**src/rtl/wb_bus_timeout_if.sv**
```systemverilog
// Wishbone B3 classic bus bundle; the watchdog sits between a CPU-side link
// (watchdog is the slave) and an interconnect-side link (watchdog is the master).
interface wb_bus_timeout_if;
    logic [31:0] adr;
    logic [31:0] dat_w;
    logic [31:0] dat_r;
    logic [3:0]  sel;
    logic        we;
    logic [2:0]  cti;
    logic [1:0]  bte;
    logic        cyc;
    logic        stb;
    logic        ack;
    logic        err;
    logic        rty;

    modport master (
        output adr, dat_w, sel, we, cti, bte, cyc, stb,
        input  dat_r, ack, err, rty
    );

    modport slave (
        input  adr, dat_w, sel, we, cti, bte, cyc, stb,
        output dat_r, ack, err, rty
    );
endinterface

```
**src/rtl/wb_bus_timeout.sv**
```systemverilog
// Wishbone classic-cycle watchdog: forwards every request and, if no slave answers
// within TIMEOUT clocks, aborts the slave side and terminates the CPU cycle itself.
module wb_bus_timeout #(
    parameter int unsigned TIMEOUT        = 256,
    parameter logic [31:0] ERR_DATA       = 32'hDEAD_BEEF,
    parameter bit          ACK_ON_TIMEOUT = 1'b1
) (
    input  logic                     wb_clk_i,
    input  logic                     wb_rst_i,
    wb_bus_timeout_if.slave          wbs,
    wb_bus_timeout_if.master         wbm,
    output logic [31:0]              fault_adr_o,
    output logic                     fault_we_o,
    output logic [7:0]               fault_cnt_o,
    output logic                     irq_o,
    input  logic                     irq_clr_i
);

    typedef enum logic {
        ST_ACTIVE = 1'b0,
        ST_ABORT  = 1'b1
    } state_e;

    localparam logic [15:0] CNT_LAST = 16'(TIMEOUT - 1);

    state_e      state_q, state_d;
    logic [15:0] cnt_q, cnt_d;
    logic [31:0] fault_adr_q, fault_adr_d;
    logic        fault_we_q, fault_we_d;
    logic [7:0]  fault_cnt_q, fault_cnt_d;
    logic        irq_q, irq_d;

    logic req;
    logic resp;

    assign req  = wbs.cyc & wbs.stb;
    assign resp = wbm.ack | wbm.err | wbm.rty;

    always_comb begin
        state_d     = state_q;
        cnt_d       = cnt_q;
        fault_adr_d = fault_adr_q;
        fault_we_d  = fault_we_q;
        fault_cnt_d = fault_cnt_q;
        irq_d       = irq_q & ~irq_clr_i;

        wbm.adr   = wbs.adr;
        wbm.dat_w = wbs.dat_w;
        wbm.sel   = wbs.sel;
        wbm.we    = wbs.we;
        wbm.cti   = wbs.cti;
        wbm.bte   = wbs.bte;
        wbm.cyc   = wbs.cyc;
        wbm.stb   = wbs.stb;

        // Responses only pass while a request is open, so a late answer to an
        // already-aborted cycle cannot leak through to the CPU.
        wbs.dat_r = wbm.dat_r;
        wbs.ack   = wbm.ack & req;
        wbs.err   = wbm.err & req;
        wbs.rty   = wbm.rty & req;

        unique case (state_q)
            ST_ACTIVE: begin
                if (!req || resp) begin
                    cnt_d = '0;
                end else if (cnt_q == CNT_LAST) begin
                    state_d     = ST_ABORT;
                    cnt_d       = '0;
                    fault_adr_d = wbs.adr;
                    fault_we_d  = wbs.we;
                    if (fault_cnt_q != 8'hFF) begin
                        fault_cnt_d = fault_cnt_q + 8'd1;
                    end
                    irq_d = 1'b1;
                end else begin
                    cnt_d = cnt_q + 16'd1;
                end
            end
            ST_ABORT: begin
                wbm.cyc   = 1'b0;
                wbm.stb   = 1'b0;
                wbs.ack   = ACK_ON_TIMEOUT;
                wbs.err   = ~ACK_ON_TIMEOUT;
                wbs.rty   = 1'b0;
                wbs.dat_r = ERR_DATA;
                state_d   = ST_ACTIVE;
                cnt_d     = '0;
            end
            default: begin
                state_d = ST_ACTIVE;
                cnt_d   = '0;
            end
        endcase
    end

    always_ff @(posedge wb_clk_i) begin
        if (wb_rst_i) begin
            state_q     <= ST_ACTIVE;
            cnt_q       <= '0;
            fault_adr_q <= '0;
            fault_we_q  <= 1'b0;
            fault_cnt_q <= '0;
            irq_q       <= 1'b0;
        end else begin
            state_q     <= state_d;
            cnt_q       <= cnt_d;
            fault_adr_q <= fault_adr_d;
            fault_we_q  <= fault_we_d;
            fault_cnt_q <= fault_cnt_d;
            irq_q       <= irq_d;
        end
    end

    assign fault_adr_o = fault_adr_q;
    assign fault_we_o  = fault_we_q;
    assign fault_cnt_o = fault_cnt_q;
    assign irq_o       = irq_q;

endmodule

```
**src/flat_wrapper.sv**
```systemverilog
// flat-port wrapper written by rule: the top's interface ports become plain ports
module wb_bus_timeout_flat 
#(
    parameter int unsigned TIMEOUT        = 256,
    parameter logic [31:0] ERR_DATA       = 32'hDEAD_BEEF,
    parameter bit          ACK_ON_TIMEOUT = 1'b1
)
  (wb_clk_i, wb_rst_i, fault_adr_o, fault_we_o, fault_cnt_o, irq_o, irq_clr_i, wbs_adr, wbs_dat_w, wbs_sel, wbs_we, wbs_cti, wbs_bte, wbs_cyc, wbs_stb, wbs_dat_r, wbs_ack, wbs_err, wbs_rty, wbm_adr, wbm_dat_w, wbm_sel, wbm_we, wbm_cti, wbm_bte, wbm_cyc, wbm_stb, wbm_dat_r, wbm_ack, wbm_err, wbm_rty);
  wb_bus_timeout_if wbs_i ();
  wb_bus_timeout_if wbm_i ();
  input  logic wb_clk_i;
  input  logic wb_rst_i;
  output logic [31:0] fault_adr_o;
  output logic fault_we_o;
  output logic [7:0] fault_cnt_o;
  output logic irq_o;
  input  logic irq_clr_i;
  input wire logic [$bits(wbs_i.adr)-1:0] wbs_adr;
  input wire logic [$bits(wbs_i.dat_w)-1:0] wbs_dat_w;
  input wire logic [$bits(wbs_i.sel)-1:0] wbs_sel;
  input wire logic [$bits(wbs_i.we)-1:0] wbs_we;
  input wire logic [$bits(wbs_i.cti)-1:0] wbs_cti;
  input wire logic [$bits(wbs_i.bte)-1:0] wbs_bte;
  input wire logic [$bits(wbs_i.cyc)-1:0] wbs_cyc;
  input wire logic [$bits(wbs_i.stb)-1:0] wbs_stb;
  output wire logic [$bits(wbs_i.dat_r)-1:0] wbs_dat_r;
  output wire logic [$bits(wbs_i.ack)-1:0] wbs_ack;
  output wire logic [$bits(wbs_i.err)-1:0] wbs_err;
  output wire logic [$bits(wbs_i.rty)-1:0] wbs_rty;
  output wire logic [$bits(wbm_i.adr)-1:0] wbm_adr;
  output wire logic [$bits(wbm_i.dat_w)-1:0] wbm_dat_w;
  output wire logic [$bits(wbm_i.sel)-1:0] wbm_sel;
  output wire logic [$bits(wbm_i.we)-1:0] wbm_we;
  output wire logic [$bits(wbm_i.cti)-1:0] wbm_cti;
  output wire logic [$bits(wbm_i.bte)-1:0] wbm_bte;
  output wire logic [$bits(wbm_i.cyc)-1:0] wbm_cyc;
  output wire logic [$bits(wbm_i.stb)-1:0] wbm_stb;
  input wire logic [$bits(wbm_i.dat_r)-1:0] wbm_dat_r;
  input wire logic [$bits(wbm_i.ack)-1:0] wbm_ack;
  input wire logic [$bits(wbm_i.err)-1:0] wbm_err;
  input wire logic [$bits(wbm_i.rty)-1:0] wbm_rty;
  assign wbs_i.adr = wbs_adr;
  assign wbs_i.dat_w = wbs_dat_w;
  assign wbs_i.sel = wbs_sel;
  assign wbs_i.we = wbs_we;
  assign wbs_i.cti = wbs_cti;
  assign wbs_i.bte = wbs_bte;
  assign wbs_i.cyc = wbs_cyc;
  assign wbs_i.stb = wbs_stb;
  assign wbs_dat_r = wbs_i.dat_r;
  assign wbs_ack = wbs_i.ack;
  assign wbs_err = wbs_i.err;
  assign wbs_rty = wbs_i.rty;
  assign wbm_adr = wbm_i.adr;
  assign wbm_dat_w = wbm_i.dat_w;
  assign wbm_sel = wbm_i.sel;
  assign wbm_we = wbm_i.we;
  assign wbm_cti = wbm_i.cti;
  assign wbm_bte = wbm_i.bte;
  assign wbm_cyc = wbm_i.cyc;
  assign wbm_stb = wbm_i.stb;
  assign wbm_i.dat_r = wbm_dat_r;
  assign wbm_i.ack = wbm_ack;
  assign wbm_i.err = wbm_err;
  assign wbm_i.rty = wbm_rty;
  wb_bus_timeout #(.TIMEOUT(TIMEOUT), .ERR_DATA(ERR_DATA), .ACK_ON_TIMEOUT(ACK_ON_TIMEOUT)) u_core (.wb_clk_i(wb_clk_i), .wb_rst_i(wb_rst_i), .wbs(wbs_i), .wbm(wbm_i), .fault_adr_o(fault_adr_o), .fault_we_o(fault_we_o), .fault_cnt_o(fault_cnt_o), .irq_o(irq_o), .irq_clr_i(irq_clr_i));
endmodule
```
**config.mk**
```make
export PLATFORM = sky130hd
export DESIGN_NAME = wb_bus_timeout_flat
export DESIGN_NICKNAME = d
export VERILOG_FILES = /design/src/rtl/wb_bus_timeout_if.sv /design/src/rtl/wb_bus_timeout.sv /design/src/flat_wrapper.sv
export SDC_FILE = /design/constraint.sdc
export NUM_CORES = 1
export LEC_CHECK = 0
export CORE_MARGIN = 4
export CORE_UTILIZATION = 29
export CTS_CLUSTER_SIZE = 8
export DETAILED_ROUTE_END_ITERATION = 10
export PLACE_DENSITY = 0.75
export SETUP_SLACK_MARGIN = 0.02
export SLEW_MARGIN = 20
export SYNTH_ARGS = -nofsm -noshare
export SYNTH_HDL_FRONTEND = slang
export SYNTH_SLANG_ARGS = --single-unit
export TNS_END_PERCENT = 1
```
**constraint.sdc**
```tcl
create_clock -name wb_clk_i -period 2.21 [get_ports wb_clk_i]
set_input_delay 0.442 -clock wb_clk_i [delete_from_list [all_inputs] [get_ports wb_clk_i]]
set_output_delay 0.442 -clock wb_clk_i [all_outputs]
set_load 0.03 [all_outputs]
```
==> results of run 1 <==
## power by group
| group | total [mW] | internal [mW] | switching [mW] | leakage, nW |
|---|---|---|---|---|
| Clock | 1.23 | 0.782 | 0.444 | 0.123 |
| Combinational | 0.439 | 0.223 | 0.216 | 1.24 |
| Sequential | 1.06 | 1.06 | 0.000133 | 0.475 |
## cell families after synthesis
group / Yosys count / synth area share
simple gates: 176 / 0.277
compound gates: 44 / 0.0756
xor+xnor: 16 / 0.0455
mux: 1 / 0.00366
buf+inv: 95 / 0.206
flops: 59 / 0.384
fa+ha+maj: 2 / 0.00813
## metrics by stage
step,total power [mW],utilization,worst slack [ns],area [sq um],setup TNS (ns)
floorplan,1.46,-,-0.185,3080,-2.03
global placement,1.54,0.449,-0.572,4640,-17.14
detailed placement,1.54,0.449,-0.592,4640,-17.66
CTS,2.78,0.473,-0.199,4880,-0.407
global route,2.83,0.476,-0.260,4910,-2.52
finish,2.73,0.476,-0.226,4910,-0.418
## registers in the layout, summed over array words and instances (netlist names)
| signal | cells |
|---|---|
| u_core.state_q | 1 |
| u_core.fault_cnt_o | 8 |
| u_core.irq_o | 1 |
| u_core.fault_adr_o | 32 |
| u_core.cnt_q | 16 |
| u_core.fault_we_o | 1 |
## worst reg2reg max path, delay by kind of cell, from the launching register on
kind / cells / cell delay (ns)
compound gates: 1 / 0.13
flops: 1 / 0.31
simple gates: 4 / 1.92
## how the worst min path moves through the flow
stage                          from         endpoint
finish              u_core.cnt_q[0]  u_core.cnt_q[0]
global route        u_core.cnt_q[0]  u_core.cnt_q[0]
CTS                 u_core.cnt_q[0]  u_core.cnt_q[0]
detailed placement  u_core.cnt_q[0]  u_core.cnt_q[0]
global placement    u_core.cnt_q[0]  u_core.cnt_q[0]
floorplan           u_core.cnt_q[0]  u_core.cnt_q[0]
## layout make-up
class | instances | share of cell area
Clock buffer | 10 | 0.0280
Multi-Input combinational cell | 239 | 0.266
Inverter | 3 | 0.00229
Clock inverter | 6 | 0.0227
Sequential cell | 59 | 0.240
Timing Repair Buffer | 205 | 0.406
Tap cell | 136 | 0.0346
## routing by layer
metal	global-route usage	up-vias
li1	-	1449
met1	0.154	1329
met4	0.0414	0
met5	0	-
met2	0.260	105
met3	0.0595	27
## cell usage in the layout, fill, tap and decap left out, types with 2 or more instances in the layout
cell type / instances
buf_12: 3
nor2_1: 25
nor2b_1: 11
or3_1: 3
dfxtp_1: 59
dlymetal6s2s_1: 4
nand2_1: 74
nor3_1: 4
buf_4: 26
nor4_1: 2
nand4_1: 2
clkbuf_8: 10
or2_2: 25
bufinv_16: 3
a21oi_1: 34
xnor2_1: 10
or4_4: 4
xor2_1: 6
or3_4: 2
clkdlybuf4s50_1: 147
a21oi_2: 4
inv_1: 3
dlygate4sd2_1: 24
and3_1: 7
ha_1: 2
nand3_1: 9
## timing repair
| item | 4_1_cts | 5_1_grt |
|---|---|---|
| hold buffers | 0 | 0 |
| gates resized for setup | 31 | 9 |
| setup endpoints to repair | 62 | 44 |
| pin swaps | 4 | 8 |
==> flow_metrics.tcl, run 1 <==
set metrics [dict create \
    cts_root_buf "clkbuf_8" \
    dp_hpwl_microns 7500 \
    first_pass_iters 4 \
    die_w_microns 111 \
    synth_top_area_cell "dfxtp_1" \
    holdPathStages 1 \
    syn-cell-area_sq_um 3080 \
    drive_above_1_share 0.165 \
    post_drt_wl_per_cell_microns 14.3 \
    path_buf_inv 1 \
    critPathCaptureType "flop" \
    cts_setup_buffers 0 \
    holdWs_ns 0.445 \
    cp_max_fo 5 \
    reg2regPathDepth 5 \
    hold_class "flop to flop" \
    regArea_sq_um 1180 \
    rsz0062_at_grt "yes" \
    clock_latency_ns 0.33 \
    worstSetupEndpoint "u_core.fault_cnt_o[5]" \
    period_needed_ns 2.44 \
    synth.distinct_cells 31 \
    via_per_inst 4.42 \
    crit_start "wbm_ack" \
    core_area_sq_um 10300 \
    postRouteAntennaNets 0 \
    rows 37 \
    hold_viol 0 \
    powerDensity_nw_per_um2 555 \
    critPathKind "input port to flop" \
    syn_to_final_growth_pct 59.6 \
    async_flop_share 0 \
    cap_viol_max_count 0 \
    post-route-period-util 1.10 \
    cts_made_buffers 9 \
    crit_family "simple AND/OR/NAND/NOR gates" \
    cts_tree "yes" \
    routed.top_layer "met4" \
    gp_congestion 0.862 \
    p_leak_nw 1.84 \
    yosysWarningCount 0 \
    worst-endpoint-required_ns 2.48 \
    antenna_found_initial 0 \
    fillers 964 \
    wl_microns 9410 \
    slowest_delay_ns 0.49 \
    cp_cell_sequence "clkdlybuf4s50_1 > or3_4 > or4_4 > or3_4 > or4_4 > a21oi_2" \
    fin_ws_ns -0.226 \
    ff2ff_setup_slack_ns -0.21 \
    vdd_ir_drop_max_uv 424 \
    num-nets-final 633 \
    start_util 0.298 \
    dr_wl_met2_microns 4940 \
    violations "negative setup slack" \
    n_antenna_cell 0 \
    grt_usage 0.144 \
    drv_slew 0 \
    grt_pass1_wl_microns 14600 \
    drc 0 \
    clockBufferDepth 2 \
    synth_edf_count 0 \
    ys_top_cells_by_count "buf_4 (74), nand2_1 (74), dfxtp_1 (59)" \
    outcome "complete, but fails checks" \
    clkTransAtPathRegs_ns 0.07 \
    synth_cells 393 \
    finClkSkew_ns 0.0117 \
    h-tree-depth 3 \
    maxSlewHeadroom 0.719 \
    grt_max_degree 36 \
    drt_first_iter_violations 161 \
    wl_met3_microns 709 \
    timing.rr.end "u_core.fault_cnt_o[5]" \
    yosysSeqAreaShare 0.384 \
    dpl.cell_count 642 \
    syn-num-nets 509 \
    cp.depth 6 \
    clock-sinks 59 \
    io_buffers 184 \
    clock.fmax_ghz 0.411 \
    syn_avg_cell_area_sq_um 7.83 \
    worst_pin_slew_ns 0.418 \
    critPathSlowestCell "or4_4" \
    instances_no_fill 658 \
    ys_seq_elements 59 \
    setup_viol 10 \
    met1Wirelength_microns 3590 \
    ys_top_cells_by_area "dfxtp_1 (38%), buf_4 (18%), nand2_1 (9.0%), a21oi_1 (6.2%), or2_2 (5.3%)" \
    overflow 0 \
    grt_pass1_vias 2917 \
    die-area_sq_um 12300 \
    r2r-start "u_core.cnt_q[15]" \
    multi_input_area_sq_um 1310 \
    start_kind "input port" \
    dr_total_vias 2910 \
    synth_flop_cell "dfxtp_1" \
    die_h_microns 111 \
    arrival_ns 2.71 \
    synth_top_area_frac 0.384 \
    io_pins 267 \
]
No activity file was read; power rests on OpenSTA's default activity.
==> run 2: changes to the inputs <==
==> constraint.sdc (replaced) <==
create_clock -name wb_clk_i -period 2.1 [get_ports wb_clk_i]
set_input_delay 0.42 -clock wb_clk_i [delete_from_list [all_inputs] [get_ports wb_clk_i]]
set_output_delay 0.42 -clock wb_clk_i [all_outputs]
set_load 0.03 [all_outputs]
==> run 2 against run 1 <==
Net effect:
- the flow still finishes with violations (negative setup slack)
- utilization fell by 0.44 points
- global-route usage is 0.63 points higher
- via count is 1.8% higher
- flip-flop and latch count did not move
- cell count up 0.46%
- clock skew decreased by 0.00069 ns
- setup slack lost 0.13 ns
- non-clock buffer count rose by 3
- critical path type unchanged
- largest power group unchanged
- highest routed layer unchanged
==> flow_metrics.tcl, run 2 (synthesized netlist as in run 1, its figures left out) <==
set metrics [dict create \
    outcome "complete, but fails checks" \
    violations "negative setup slack" \
    cts_setup_buffers 0 \
    reg2regPathDepth 5 \
    wl_microns 9510 \
    cts_root_buf "clkbuf_8" \
    cp_max_fo 5 \
    maxSlewHeadroom 0.681 \
    mostFrequentLayoutCells "clkdlybuf4s50_1 (146), nand2_1 (74), dfxtp_1 (59)" \
    grt_pass1_wl_microns 15200 \
    drv_slew 0 \
    setup_viol 39 \
    start_util 0.298 \
    first_pass_iters 7 \
    clock.fmax_ghz 0.408 \
    antenna_found_initial 0 \
    num-nets-final 636 \
    n_antenna_cell 0 \
    holdPathStages 2 \
    cts_hold_buffers 0 \
    powerDensity_nw_per_um2 581 \
    min-delay-start "u_core.fault_adr_o[25]" \
    cap_viol_max_count 0 \
    drc 0 \
    clkTransAtPathRegs_ns 0.07 \
    clock_latency_ns 0.32 \
    final_common_cell "clkdlybuf4s50_1" \
    h-tree-depth 3 \
    placed_area_sq_um 4640 \
    dp_hpwl_microns 7600 \
    drive_above_1_share 0.166 \
    grt_max_degree 36 \
    postRouteAntennaNets 0 \
    fin_ws_ns -0.352 \
    vdd_ir_drop_max_uv 291 \
    start_kind "input port" \
    finClkSkew_ns 0.0110 \
    cts_tree "yes" \
    hold_viol 0 \
    via_per_inst 4.48 \
    post_drt_wl_per_cell_microns 14.4 \
    core_area_sq_um 10300 \
    timing.rr.end "u_core.fault_cnt_o[5]" \
    die_w_microns 111 \
    die_h_microns 111 \
    p_leak_nw 1.82 \
    gp_congestion 0.860 \
    dr_total_vias 2963 \
    io_pins 267 \
    die-area_sq_um 12300 \
    arrival_ns 2.71 \
    syn_to_final_growth_pct 58.1 \
    drt_first_iter_violations 137 \
    ff2ff_setup_slack_ns -0.35 \
    critPathKind "input port to flop" \
    r2r-start "u_core.cnt_q[8]" \
    finalPower_mw 2.83 \
    io_buffers 184 \
    grt_pass1_vias 2963 \
    critPathCaptureType "flop" \
    period_needed_ns 2.45 \
    worst_pin_slew_ns 0.474 \
    grt_usage 0.150 \
    overflow 0 \
    clockBufferDepth 2 \
    whs_endpoint "u_core.fault_adr_o[25]" \
    rsz0062_at_grt "yes" \
    fillers 977 \
    post-route-period-util 1.17 \
    hold_class "flop to flop" \
    clock-sinks 59 \
    fin_area_sq_um 4870 \
    largest_reg_flops 32 \
    worst-endpoint-required_ns 2.36 \
    rows 37 \
    cts_made_buffers 9 \
]
run 2: what timing repair did:
item / 4_1_cts / 5_1_grt
pin swaps: 2 / 0
resized for setup: 30 / 0
endpoints found under the setup margin: 65 / 41
run 2: where the power goes:
group	switching, mW	internal [mW]
clock network	0.428	0.817
registers	0.000142	1.12
logic	0.228	0.233
run 2: area by class of cell:
class / instances / area (sq um) / share of cell area
well taps: 136 / 170 / 0.0350
repair buffers: 208 / 1980 / 0.407
multi-input cells: 239 / 1280 / 0.264
inverters: 3 / 11.3 / 0.00231
flip-flops and latches: 59 / 1180 / 0.243
clock inverters: 5 / 100 / 0.0206
clock buffers: 11 / 141 / 0.0290
run 2: worst max-delay path by stage:
stage / startpoint / end / slack [ns] / cells after the start
3_3_place_gp: wbm_ack / u_core.fault_cnt_o[5] / -0.66 / 6
3_5_place_dp: wbm_ack / u_core.fault_cnt_o[5] / -0.70 / 6
5_1_grt: u_core.cnt_q[12] / u_core.fault_cnt_o[5] / -0.39 / 5
4_1_cts: u_core.cnt_q[12] / u_core.fault_cnt_o[5] / -0.35 / 5
6_report: wbm_ack / u_core.fault_cnt_o[5] / -0.35 / 6
2_1_floorplan: u_core.cnt_q[12] / u_core.fault_cnt_o[5] / -0.30 / 5
run 2: stage by stage:
stage | instances | setup slack [ns] | setup TNS, ns | util | hold slack [ns]
3_5_place_dp | 645 | -0.702 | -20.75 | 0.449 | 0.444
4_1_cts | 661 | -0.355 | -4.65 | 0.471 | 0.448
5_1_grt | 661 | -0.394 | -7.12 | 0.471 | 0.470
6_report | 661 | -0.352 | -4.59 | 0.471 | 0.449
3_3_place_gp | 645 | -0.661 | -20.91 | 0.449 | 0.428
2_1_floorplan | 393 | -0.295 | -5.75 | - | 0.418
run 2: metal layers:
metal,global-route usage,vias up,wire length (microns)
met5,0,-,0
met4,0.0406,0,132
met3,0.0524,25,731
met2,0.275,113,5010
met1,0.165,1370,3630
li1,-,1455,-
run 2: critical path, stage by stage:
cell and delay (ns):
clkdlybuf4s50_1 0.44, or3_1 0.40, or4_4 0.43, or3_4 0.37, or4_4 0.49, a21oi_2 0.15
